$ cat src/rtl/sparse_expander_pkg.sv
// Shared FSM encoding and default widths for the sparse expander.
package sparse_expander_pkg;

   localparam int unsigned DEF_BITMASK_LENGTH     = 16;
   localparam int unsigned DEF_ELEMENT_WIDTH      = 8;
   localparam int unsigned DEF_NUM_DENSE_PER_BEAT = 4;
   localparam int unsigned DEF_COUNT_BITWIDTH     = $clog2(DEF_NUM_DENSE_PER_BEAT + 1);
   localparam int unsigned DEF_INDEX_BITWIDTH     = $clog2(DEF_BITMASK_LENGTH + 1);

   typedef enum logic [1:0] {
      IDLE   = 2'd0,
      FILL   = 2'd1,
      OUTPUT = 2'd2
   } state_e;

endpackage

$ cat src/rtl/sparse_expander_mask_prefix_counter.sv
// Combinational exclusive prefix count of a mask: rank of every position plus total popcount.
module mask_prefix_counter
   import sparse_expander_pkg::*;
#(
   parameter int unsigned BITMASK_LENGTH = DEF_BITMASK_LENGTH,
   parameter int unsigned INDEX_BITWIDTH = DEF_INDEX_BITWIDTH
) (
   input  logic [BITMASK_LENGTH-1:0]                mask,
   output logic [BITMASK_LENGTH*INDEX_BITWIDTH-1:0] rank_c,
   output logic [INDEX_BITWIDTH-1:0]                popcount_c
);

   logic [INDEX_BITWIDTH-1:0] acc;

   // Running count of ones strictly below each position
   always_comb begin
      acc    = '0;
      rank_c = '0;
      for (int p = 0; p < int'(BITMASK_LENGTH); p++) begin
         rank_c[p*INDEX_BITWIDTH +: INDEX_BITWIDTH] = acc;
         acc = acc + INDEX_BITWIDTH'(mask[p]);
      end
      popcount_c = acc;
   end

endmodule

$ cat src/rtl/sparse_expander.sv
// Scatters a stream of dense beats back into the mask positions of a full-width sparse vector.
module sparse_expander
   import sparse_expander_pkg::*;
#(
   parameter int unsigned BITMASK_LENGTH     = DEF_BITMASK_LENGTH,
   parameter int unsigned ELEMENT_WIDTH      = DEF_ELEMENT_WIDTH,
   parameter int unsigned NUM_DENSE_PER_BEAT = DEF_NUM_DENSE_PER_BEAT,
   parameter int unsigned COUNT_BITWIDTH     = DEF_COUNT_BITWIDTH,
   parameter int unsigned INDEX_BITWIDTH     = DEF_INDEX_BITWIDTH
) (
   input  logic                                    clock,
   input  logic                                    reset,
   input  logic                                    ivalidMask,
   output logic                                    oreadyMask,
   input  logic [BITMASK_LENGTH-1:0]               bitmask,
   input  logic                                    ivalidDense,
   output logic                                    oreadyDense,
   input  logic [ELEMENT_WIDTH*NUM_DENSE_PER_BEAT-1:0] denseInput,
   input  logic [COUNT_BITWIDTH-1:0]               numDenseInput,
   output logic                                    ovalid,
   input  logic                                    iready,
   output logic [ELEMENT_WIDTH*BITMASK_LENGTH-1:0] sparseOutput,
   output logic [BITMASK_LENGTH-1:0]               outputBitmask,
   output logic                                    oerror
);

   localparam int unsigned SUM_W = INDEX_BITWIDTH + 1;

   state_e                                  state_q, state_d;
   logic [INDEX_BITWIDTH-1:0]               consumed_q, consumed_d;
   logic [BITMASK_LENGTH-1:0]               mask_q, mask_d;
   logic [ELEMENT_WIDTH*BITMASK_LENGTH-1:0] sparse_q, sparse_d;
   logic                                    oready_mask_q, oready_mask_d;
   logic                                    oready_dense_q, oready_dense_d;
   logic                                    ovalid_q, ovalid_d;
   logic                                    oerror_q, oerror_d;

   logic [BITMASK_LENGTH*INDEX_BITWIDTH-1:0] rank_c;
   logic [INDEX_BITWIDTH-1:0]                total_c;
   logic                                     mask_fire_c;
   logic                                     dense_fire_c;
   logic                                     out_fire_c;
   logic [COUNT_BITWIDTH-1:0]                n_c;
   logic [SUM_W-1:0]                         sum_c;

   mask_prefix_counter #(
      .BITMASK_LENGTH (BITMASK_LENGTH),
      .INDEX_BITWIDTH (INDEX_BITWIDTH)
   ) u_prefix (
      .mask       (mask_q),
      .rank_c     (rank_c),
      .popcount_c (total_c)
   );

   assign mask_fire_c  = ivalidMask  & oready_mask_q;
   assign dense_fire_c = ivalidDense & oready_dense_q;
   assign out_fire_c   = ovalid_q    & iready;
   assign n_c   = (numDenseInput > COUNT_BITWIDTH'(NUM_DENSE_PER_BEAT)) ?
                  COUNT_BITWIDTH'(NUM_DENSE_PER_BEAT) : numDenseInput;
   assign sum_c = {1'b0, consumed_q} + SUM_W'(n_c);

   // Next-state, scatter and registered-output decode
   always_comb begin
      state_d    = state_q;
      consumed_d = consumed_q;
      mask_d     = mask_q;
      sparse_d   = sparse_q;
      oerror_d   = 1'b0;

      unique case (state_q)
         IDLE: begin
            if (mask_fire_c) begin
               mask_d     = bitmask;
               sparse_d   = '0;
               consumed_d = '0;
               state_d    = (bitmask == '0) ? OUTPUT : FILL;
            end
         end
         FILL: begin
            if (dense_fire_c) begin
               for (int p = 0; p < int'(BITMASK_LENGTH); p++) begin
                  for (int k = 0; k < int'(NUM_DENSE_PER_BEAT); k++) begin
                     if (mask_q[p] && (COUNT_BITWIDTH'(k) < n_c) &&
                         ({1'b0, rank_c[p*INDEX_BITWIDTH +: INDEX_BITWIDTH]} ==
                          ({1'b0, consumed_q} + SUM_W'(k)))) begin
                        sparse_d[p*ELEMENT_WIDTH +: ELEMENT_WIDTH] =
                           denseInput[k*ELEMENT_WIDTH +: ELEMENT_WIDTH];
                     end
                  end
               end
               if (sum_c > {1'b0, total_c}) begin
                  consumed_d = total_c;
                  oerror_d   = 1'b1;
               end else begin
                  consumed_d = sum_c[INDEX_BITWIDTH-1:0];
               end
               if (consumed_d == total_c) begin
                  state_d = OUTPUT;
               end
            end
         end
         OUTPUT: begin
            if (out_fire_c) begin
               state_d = IDLE;
            end
         end
         default: state_d = IDLE;
      endcase

      oready_mask_d  = (state_d == IDLE);
      oready_dense_d = (state_d == FILL);
      ovalid_d       = (state_d == OUTPUT);
   end

   // State and output registers with synchronous reset
   always_ff @(posedge clock) begin
      if (reset) begin
         state_q        <= IDLE;
         consumed_q     <= '0;
         mask_q         <= '0;
         sparse_q       <= '0;
         oready_mask_q  <= 1'b0;
         oready_dense_q <= 1'b0;
         ovalid_q       <= 1'b0;
         oerror_q       <= 1'b0;
      end else begin
         state_q        <= state_d;
         consumed_q     <= consumed_d;
         mask_q         <= mask_d;
         sparse_q       <= sparse_d;
         oready_mask_q  <= oready_mask_d;
         oready_dense_q <= oready_dense_d;
         ovalid_q       <= ovalid_d;
         oerror_q       <= oerror_d;
      end
   end

   assign oreadyMask    = oready_mask_q;
   assign oreadyDense   = oready_dense_q;
   assign ovalid        = ovalid_q;
   assign oerror        = oerror_q;
   assign sparseOutput  = sparse_q;
   assign outputBitmask = mask_q;

endmodule

$ cat config.mk
export PLATFORM = sky130hd
export DESIGN_NAME = sparse_expander
export DESIGN_NICKNAME = d
export VERILOG_FILES = /design/src/rtl/sparse_expander_pkg.sv /design/src/rtl/sparse_expander_mask_prefix_counter.sv /design/src/rtl/sparse_expander.sv
export SDC_FILE = /design/constraint.sdc
export NUM_CORES = 1
export LEC_CHECK = 0
export BUFFER_PORTS_ARGS = -buffer_cell sky130_fd_sc_hd__buf_2
export CAP_MARGIN = 0
export CORE_MARGIN = 2
export CORE_UTILIZATION = 59
export DETAILED_ROUTE_END_ITERATION = 10
export PLACE_DENSITY = 0.82
export SETUP_SLACK_MARGIN = 0.4
export SLEW_MARGIN = 20
export SYNTH_ARGS = -nofsm -noshare
export SYNTH_HDL_FRONTEND = slang
export SYNTH_SLANG_ARGS = --single-unit
$ cat constraint.sdc
create_clock -name clock -period 26 [get_ports clock]
set_input_delay 5.2 -clock clock [delete_from_list [all_inputs] [get_ports clock]]
set_output_delay 5.2 -clock clock [all_outputs]
set_load 0.005 [all_outputs]
# Word-level counts from Yosys, hierarchy flattened
# Cells that the tools add are included.
dict set report classes {
  n_addsub 19
  n_lt_le_gt_ge 6
  eq_ne 83
  muxes 81
  bitwise_logic 5
  n_reduce_logical 155
}
# operator count
set ops {}
lappend ops {{2-to-1 mux 8 bit} 64}
lappend ops {{2-to-1 mux 128 bit} 2}
lappend ops {{case mux 128 bit (2 select lines)} 1}
lappend ops {{equality test 5 x 6 -> 1 bit} 42}
lappend ops {{logical AND 1 bit} 128}
lappend ops {{!= test 5 bit (second input constant)} 16}
lappend ops {{equality test 5 bit} 15}
lappend ops {{adder 5 x 1 -> 5 bit} 14}
lappend ops {{AND reduction 4 bit} 16}
lappend ops {{2-to-1 mux 5 bit} 5}
lappend ops {{zero test 6 bit} 4}
lappend ops {{equality test 1 x 6 -> 1 bit} 3}
lappend ops {{zero test 16 bit} 1}
lappend ops {{adder 5 x 2 -> 6 bit (second input constant)} 2}
lappend ops {{2-to-1 mux 2 bit} 5}
lappend ops {{case mux 5 bit (2 select lines)} 1}
lappend ops {{adder 5 x 1 -> 6 bit (second input constant)} 1}
lappend ops {{adder 5 x 3 -> 6 bit} 1}
lappend ops {{greater-than comparator 6 x 5 -> 1 bit} 1}
lappend ops {{less-than comparator 1 x 3 -> 1 bit (first input constant)} 2}
lappend ops {{less-than comparator 2 x 3 -> 1 bit (first input constant)} 2}
lappend ops {{case mux 2 bit (3 select lines)} 1}
lappend ops {{equality test 1 x 5 -> 1 bit} 1}
lappend ops {{equality test 2 x 1 -> 1 bit (second input constant)} 2}
lappend ops {{other kinds (13)} 19}
dict set report word_totals {
  ff_bits 155
  word_cells 372
}

# Logic depth before layout (Yosys ltp)
dict set report depth {
  depth_word 24
  depth_mapped 33
  ltp_nobuf 31
}

# Cells and area by module
# From an unflattened synthesis, not the netlist that was laid out.
dict set report hier_totals {
  hier_cells 1888
  hier_area_um2 15668.8
}
# mod n_inst cells_each area_each_um2 seq_area_each_um2
set by_module_without_submodules {}
lappend by_module_without_submodules {sparse_expander 1 1658 13743.2 3103.0}
lappend by_module_without_submodules {mask_prefix_counter 1 230 1925.6 0.0}

# Worst setup path before layout
# OpenSTA, ideal clock, no wires.
dict set report synth_path {
  kind {register -> register}
  from {register mask_q[1], in the netlist outputBitmask[1]}
  to {register oready_dense_q, in the netlist oreadyDense}
  setup_ns 0.120
  arrival_ns 8.510
  required_ns 25.880
  path_slack_ns 17.370
  path_stages_with_launch 30
  path_buffers 1
  cell_sequence {dfxtp_1 fa_1 ha_1 ha_1 ha_1 ha_1 ha_1 ha_1 ha_1 ha_1 ha_1 ha_1 ha_1 ha_1 buf_1 xor2_1 xor2_1 xnor2_1 nand3_1 xnor2_1 xnor3_1 and3_1 xnor2_1 inv_1 ha_1 nor2b_1 o22ai_1 a21oi_1 o41a_1 o31a_1}
}
dict set report synth_via {
  elab_chain_cells 24
}
# element line
set synth_rtl {}
lappend synth_rtl {{start, declared} sparse_expander.sv:31} ;# logic [BITMASK_LENGTH-1:0] mask_q, mask_d;
lappend synth_rtl {{start signal, assigned} sparse_expander.sv:129} ;# mask_q <= mask_d;
lappend synth_rtl {{adder 1 x 1 -> 2 bit (*)} sparse_expander_mask_prefix_counter.sv:21} ;# acc = acc + INDEX_BITWIDTH'(mask[p]);
lappend synth_rtl {{adder 5 x 1 -> 5 bit (*) (14 in a row)} sparse_expander_mask_prefix_counter.sv:21}
lappend synth_rtl {{greater-than comparator 6 x 5 -> 1 bit} sparse_expander.sv:91} ;# if (sum_c > {1'b0, total_c}) begin
lappend synth_rtl {{2-to-1 mux 5 bit} sparse_expander.sv:91}
lappend synth_rtl {{2-to-1 mux 5 bit} sparse_expander.sv:80} ;# if (dense_fire_c) begin
lappend synth_rtl {{2-to-1 mux 5 bit} sparse_expander.sv:70} ;# unique case (state_q)
lappend synth_rtl {{equality test 5 bit (*)} sparse_expander.sv:97} ;# if (consumed_d == total_c) begin
lappend synth_rtl {{2-to-1 mux 2 bit (*)} sparse_expander.sv:97}
lappend synth_rtl {{2-to-1 mux 2 bit (*)} sparse_expander.sv:80}
lappend synth_rtl {{case mux 2 bit (3 select lines) (*)} sparse_expander.sv:70}
lappend synth_rtl {{equality test 2 x 1 -> 1 bit (*)} sparse_expander.sv:111} ;# oready_dense_d = (state_d == FILL);
lappend synth_rtl {{end signal, assigned} sparse_expander.sv:132} ;# oready_dense_q <= oready_dense_d;
lappend synth_rtl {{end, declared} sparse_expander.sv:34} ;# logic oready_dense_q, oready_dense_d;
# Every way passes the cells marked *; elsewhere a longest branch is shown, timed or not. The select of a mux whose other input is x is not followed.
# A chain may end at the register's enable or synchronous reset.

# Final worst setup path
dict set report layout_path {
  from {register mask_q[0], in the netlist outputBitmask[0]}
  to {register consumed_q[1]}
}
dict set report layout_via {
  elab_chain_cells 21
}
# element line
set layout_rtl {}
lappend layout_rtl {{adder 1 x 1 -> 2 bit (*)} sparse_expander_mask_prefix_counter.sv:21}
lappend layout_rtl {{adder 5 x 1 -> 5 bit (*) (14 in a row)} sparse_expander_mask_prefix_counter.sv:21}
lappend layout_rtl {{greater-than comparator 6 x 5 -> 1 bit} sparse_expander.sv:91}
lappend layout_rtl {{2-to-1 mux 5 bit (*)} sparse_expander.sv:91}
lappend layout_rtl {{2-to-1 mux 5 bit (*)} sparse_expander.sv:80}
lappend layout_rtl {{2-to-1 mux 5 bit (*)} sparse_expander.sv:70}
lappend layout_rtl {{2-to-1 mux 5 bit (*)} sparse_expander.sv:80}
lappend layout_rtl {{case mux 5 bit (2 select lines) (*)} sparse_expander.sv:70}
lappend layout_rtl {{end signal, assigned} sparse_expander.sv:128} ;# consumed_q <= consumed_d;
lappend layout_rtl {{end, declared} sparse_expander.sv:30} ;# logic [INDEX_BITWIDTH-1:0] consumed_q, consumed_d;
# Marked as above.

==> impl_metrics.json <==
{
  "status": "finished clean",
  "min_path_cells": 2,
  "rsz0062_at_grt": "false",
  "grt_usage": 0.420,
  "async_reset_ff_frac": 0,
  "io_buffers": 203,
  "tightestPinTransition_ns": 1.18,
  "synth.yosys.seq_area_share": 0.210,
  "hpwl_um": 39600,
  "worst_setup_path_start_kind": "register",
  "tritoncts": "built",
  "mostFrequentLayoutCell": "nand2_1",
  "vias_per_cell": 6.67,
  "arrival_ns": 9.84,
  "cts_setup_buffers": 0,
  "max_cap_violations": 0,
  "r2r_cells": 30,
  "hold_viol": 0,
  "fin_skew_ns": 0.0134,
  "synth_xor_area_frac": 0.160,
  "whs_endpoint": "sparseOutput[76]$_SDFFE_PP0P_",
  "setup_viol": 0,
  "yosysWarningCount": 0,
  "holdCritStartpoint": "sparseOutput[76]$_SDFFE_PP0P_",
  "initial_core_util": 0.604,
  "synth_area_um2": 14800,
  "synth_compound_area_frac": 0.191,
  "p_seq_frac": 0.331,
  "yosys.area_share.simple": 0.217,
  "end_kind": "register",
  "synth_top_family_by_area": "simple AND/OR/NAND/NOR gates",
  "cts_resized": 0,
  "slowest_delay_ns": 0.57,
  "clkSlewWorstSetupHoldPaths_ns": 0.08,
  "grt_pass1_wl_um": 85300,
  "grt_start_max_net_pins": 98,
  "synth_cell_types": 85,
  "clockBufferDepth": 2,
  "synth_mux_area_frac": 0.133,
  "die_w_um": 162,
  "synth_fa_ha_area_frac": 0.0406,
  "power.net_switching_w": 0.000267,
  "combPwrFrac": 0.285,
  "die_area_um2": 26300,
  "p_clk_frac": 0.384,
  "cts_root_buf": "clkbuf_16",
  "hold_path.class": "register to register",
  "cpMostUsedCell": "ha_1",
  "total_power_w": 0.000743,
  "fillers": 2035,
  "die_h_um": 162,
  "sw_frac_of_total": 0.360,
  "reg2reg_from": "outputBitmask[0]$_SDFFE_PP0P_",
  "hold_buffers": 0,
  "drc": 0,
  "cts_made_buffers": 17,
  "netlist_instances": 1931,
  "dr.pass1.iters": 7,
  "timing.slew.headroom": 0.213,
  "hold-worst-slack_ns": 0.452,
  "gr-total-overflow": 0,
  "core_area_um2": 24500,
  "period_share": 0.367,
  "rr_endpoint": "consumed_q[1]$_SDFFE_PP0P_",
  "cp.required_ns": 26.29,
  "antenna_found_initial": 0,
  "wl_per_cell_um": 23.9,
  "worst-path-max-fanout": 10,
  "place_congestion": 1.05,
  "min_period_ns": 9.55,
  "syn_nets": 2033,
  "synth_flop_cell": "dfxtp_1",
  "fin_tns_setup_ns": 0,
  "p_per_area_nw_per_um2": 44.8,
  "p_leak_nw": 7.17,
  "slew_violations": 0,
  "clock-sinks": 155,
  "first_global_vias": 14900,
  "layout_common_cells": "nand2_1 (231), nor2_1 (209), buf_2 (202)",
  "layout.nets": 2138,
  "area_growth_pct": 12.2,
  "crit_type": "register to register",
  "clock_latency_ns": 0.44,
  "final_antenna_net_count": 0,
  "synth-edff-count": 0,
  "ys_ff_latch": 155,
  "fmax_ghz": 0.105,
  "drt_iter0_drc": 2040,
  "crit_path_top_delay_cell": "dfxtp_1",
  "drive_gt1_frac": 0.171,
  "worst_slack_ns": 16.45,
  "place_ws_ns": 16.61,
  "p_int_w": 0.000476,
  "io_pins": 204,
  "wl_um": 56800,
  "syn_area_per_cell_um2": 7.65,
  "rows": 57,
  "vias": 15800,
  "cts_max_level": 4,
  "rrSetupSlack_ns": 16.45,
  "ir_drop_mv": 0.0320
}
-- registers in the layout (all words and copies together) (netlist names) --
| name | flops |
|---|---|
| consumed_q | 5 |
| oerror | 1 |
| oreadyDense | 1 |
| oreadyMask | 1 |
| outputBitmask | 16 |
| ovalid | 1 |
| sparseOutput | 128 |
| state_q | 2 |
-- metrics by stage --
step                utilization  cells  instance area, um2
CTS                       0.677   2373               16600
floorplan                     -   1931               14800
global route              0.678   2373               16600
detailed placement        0.651   2341               15900
finish                    0.678   2374               16600
global placement          0.651   2341               15900
-- power groups by stage --
stage	clock [W]	sequential [W]	combinational (W)
2_1_floorplan	0	0.000250	0.000143
3_3_place_gp	0	0.000251	0.000196
3_5_place_dp	0	0.000251	0.000202
4_1_cts	0.000285	0.000246	0.000203
5_1_grt	0.000293	0.000246	0.000225
6_report	0.000285	0.000246	0.000212
-- kinds of logic (layout without fill, tap and decap cells) --
kind of cell,after synthesis,in the layout
AOI/OAI and AO/OA,440,440
xor gates and xnor gates,228,228
adders and majority gates,47,47
buffers and inverters,181,299
DFF,155,155
muxes,190,190
other,0,1
and+or+nand+nor,690,690
-- area by class of cell --
class                           count  area (um2)  area share
Multi-Input combinational cell   1595       11000       0.666
Sequential cell                   155        3100       0.187
Timing Repair Buffer              235        1260      0.0759
Clock buffer                       17         425      0.0257
Tap cell                          324         405      0.0245
Clock inverter                     15         223      0.0134
Inverter                           32         120     0.00725
Antenna cell                        1        2.50    0.000151
-- how the worst max path moves through the flow --
stage	to	start	depth (start not counted)
finish	consumed_q[1]$_SDFFE_PP0P_	outputBitmask[0]$_SDFFE_PP0P_	30
global route	consumed_q[1]$_SDFFE_PP0P_	outputBitmask[0]$_SDFFE_PP0P_	30
CTS	consumed_q[1]$_SDFFE_PP0P_	outputBitmask[0]$_SDFFE_PP0P_	30
detailed placement	state_q[0]$_SDFF_PP0_	outputBitmask[0]$_SDFFE_PP0P_	28
global placement	consumed_q[1]$_SDFFE_PP0P_	outputBitmask[0]$_SDFFE_PP0P_	30
floorplan	oreadyDense$_SDFF_PP0_	outputBitmask[1]$_SDFFE_PP0P_	29
-- synth_stat cells (20+ instances only) --
| cell | n | share of area |
|---|---|---|
| nand2_1 | 231 | 0.059 |
| nor2_1 | 210 | 0.053 |
| a21oi_1 | 159 | 0.054 |
| dfxtp_1 | 155 | 0.21 |
| mux2i_1 | 150 | 0.10 |
| xnor2_1 | 136 | 0.081 |
| clkbuf_1 | 120 | 0.030 |
| o21ai_0 | 77 | 0.026 |
| xor2_1 | 67 | 0.040 |
| nand3_1 | 53 | 0.018 |
| ha_1 | 44 | 0.037 |
| a22oi_1 | 43 | 0.022 |
| mux2_2 | 36 | 0.027 |
| nor3_1 | 32 | 0.011 |
| inv_1 | 30 | 0.0076 |
| o22ai_1 | 30 | 0.013 |
| nand2b_1 | 25 | 0.011 |
| nor4_1 | 23 | 0.0097 |
| buf_1 | 20 | 0.0051 |
-- metal layers --
metal	vias up	wire (um)	part of all wire	track usage
li1	7067	-	-	-
met1	7211	21700	0.38	0.540
met2	1184	23800	0.42	0.632
met3	373	7120	0.13	0.0953
met4	0	4230	0.074	0.278
met5	-	0	0	0
-- worst max-delay path, delay by kind of cell (launching register included) --
kind	cells	cell delay, ns
compound gates	3	0.80
flops	1	0.57
fa+ha+maj	14	5.31
xor+xnor	6	1.67
simple gates	5	0.72
mux	1	0.23
buf+inv	1	0.07
(Power assumes the default switching activity.)
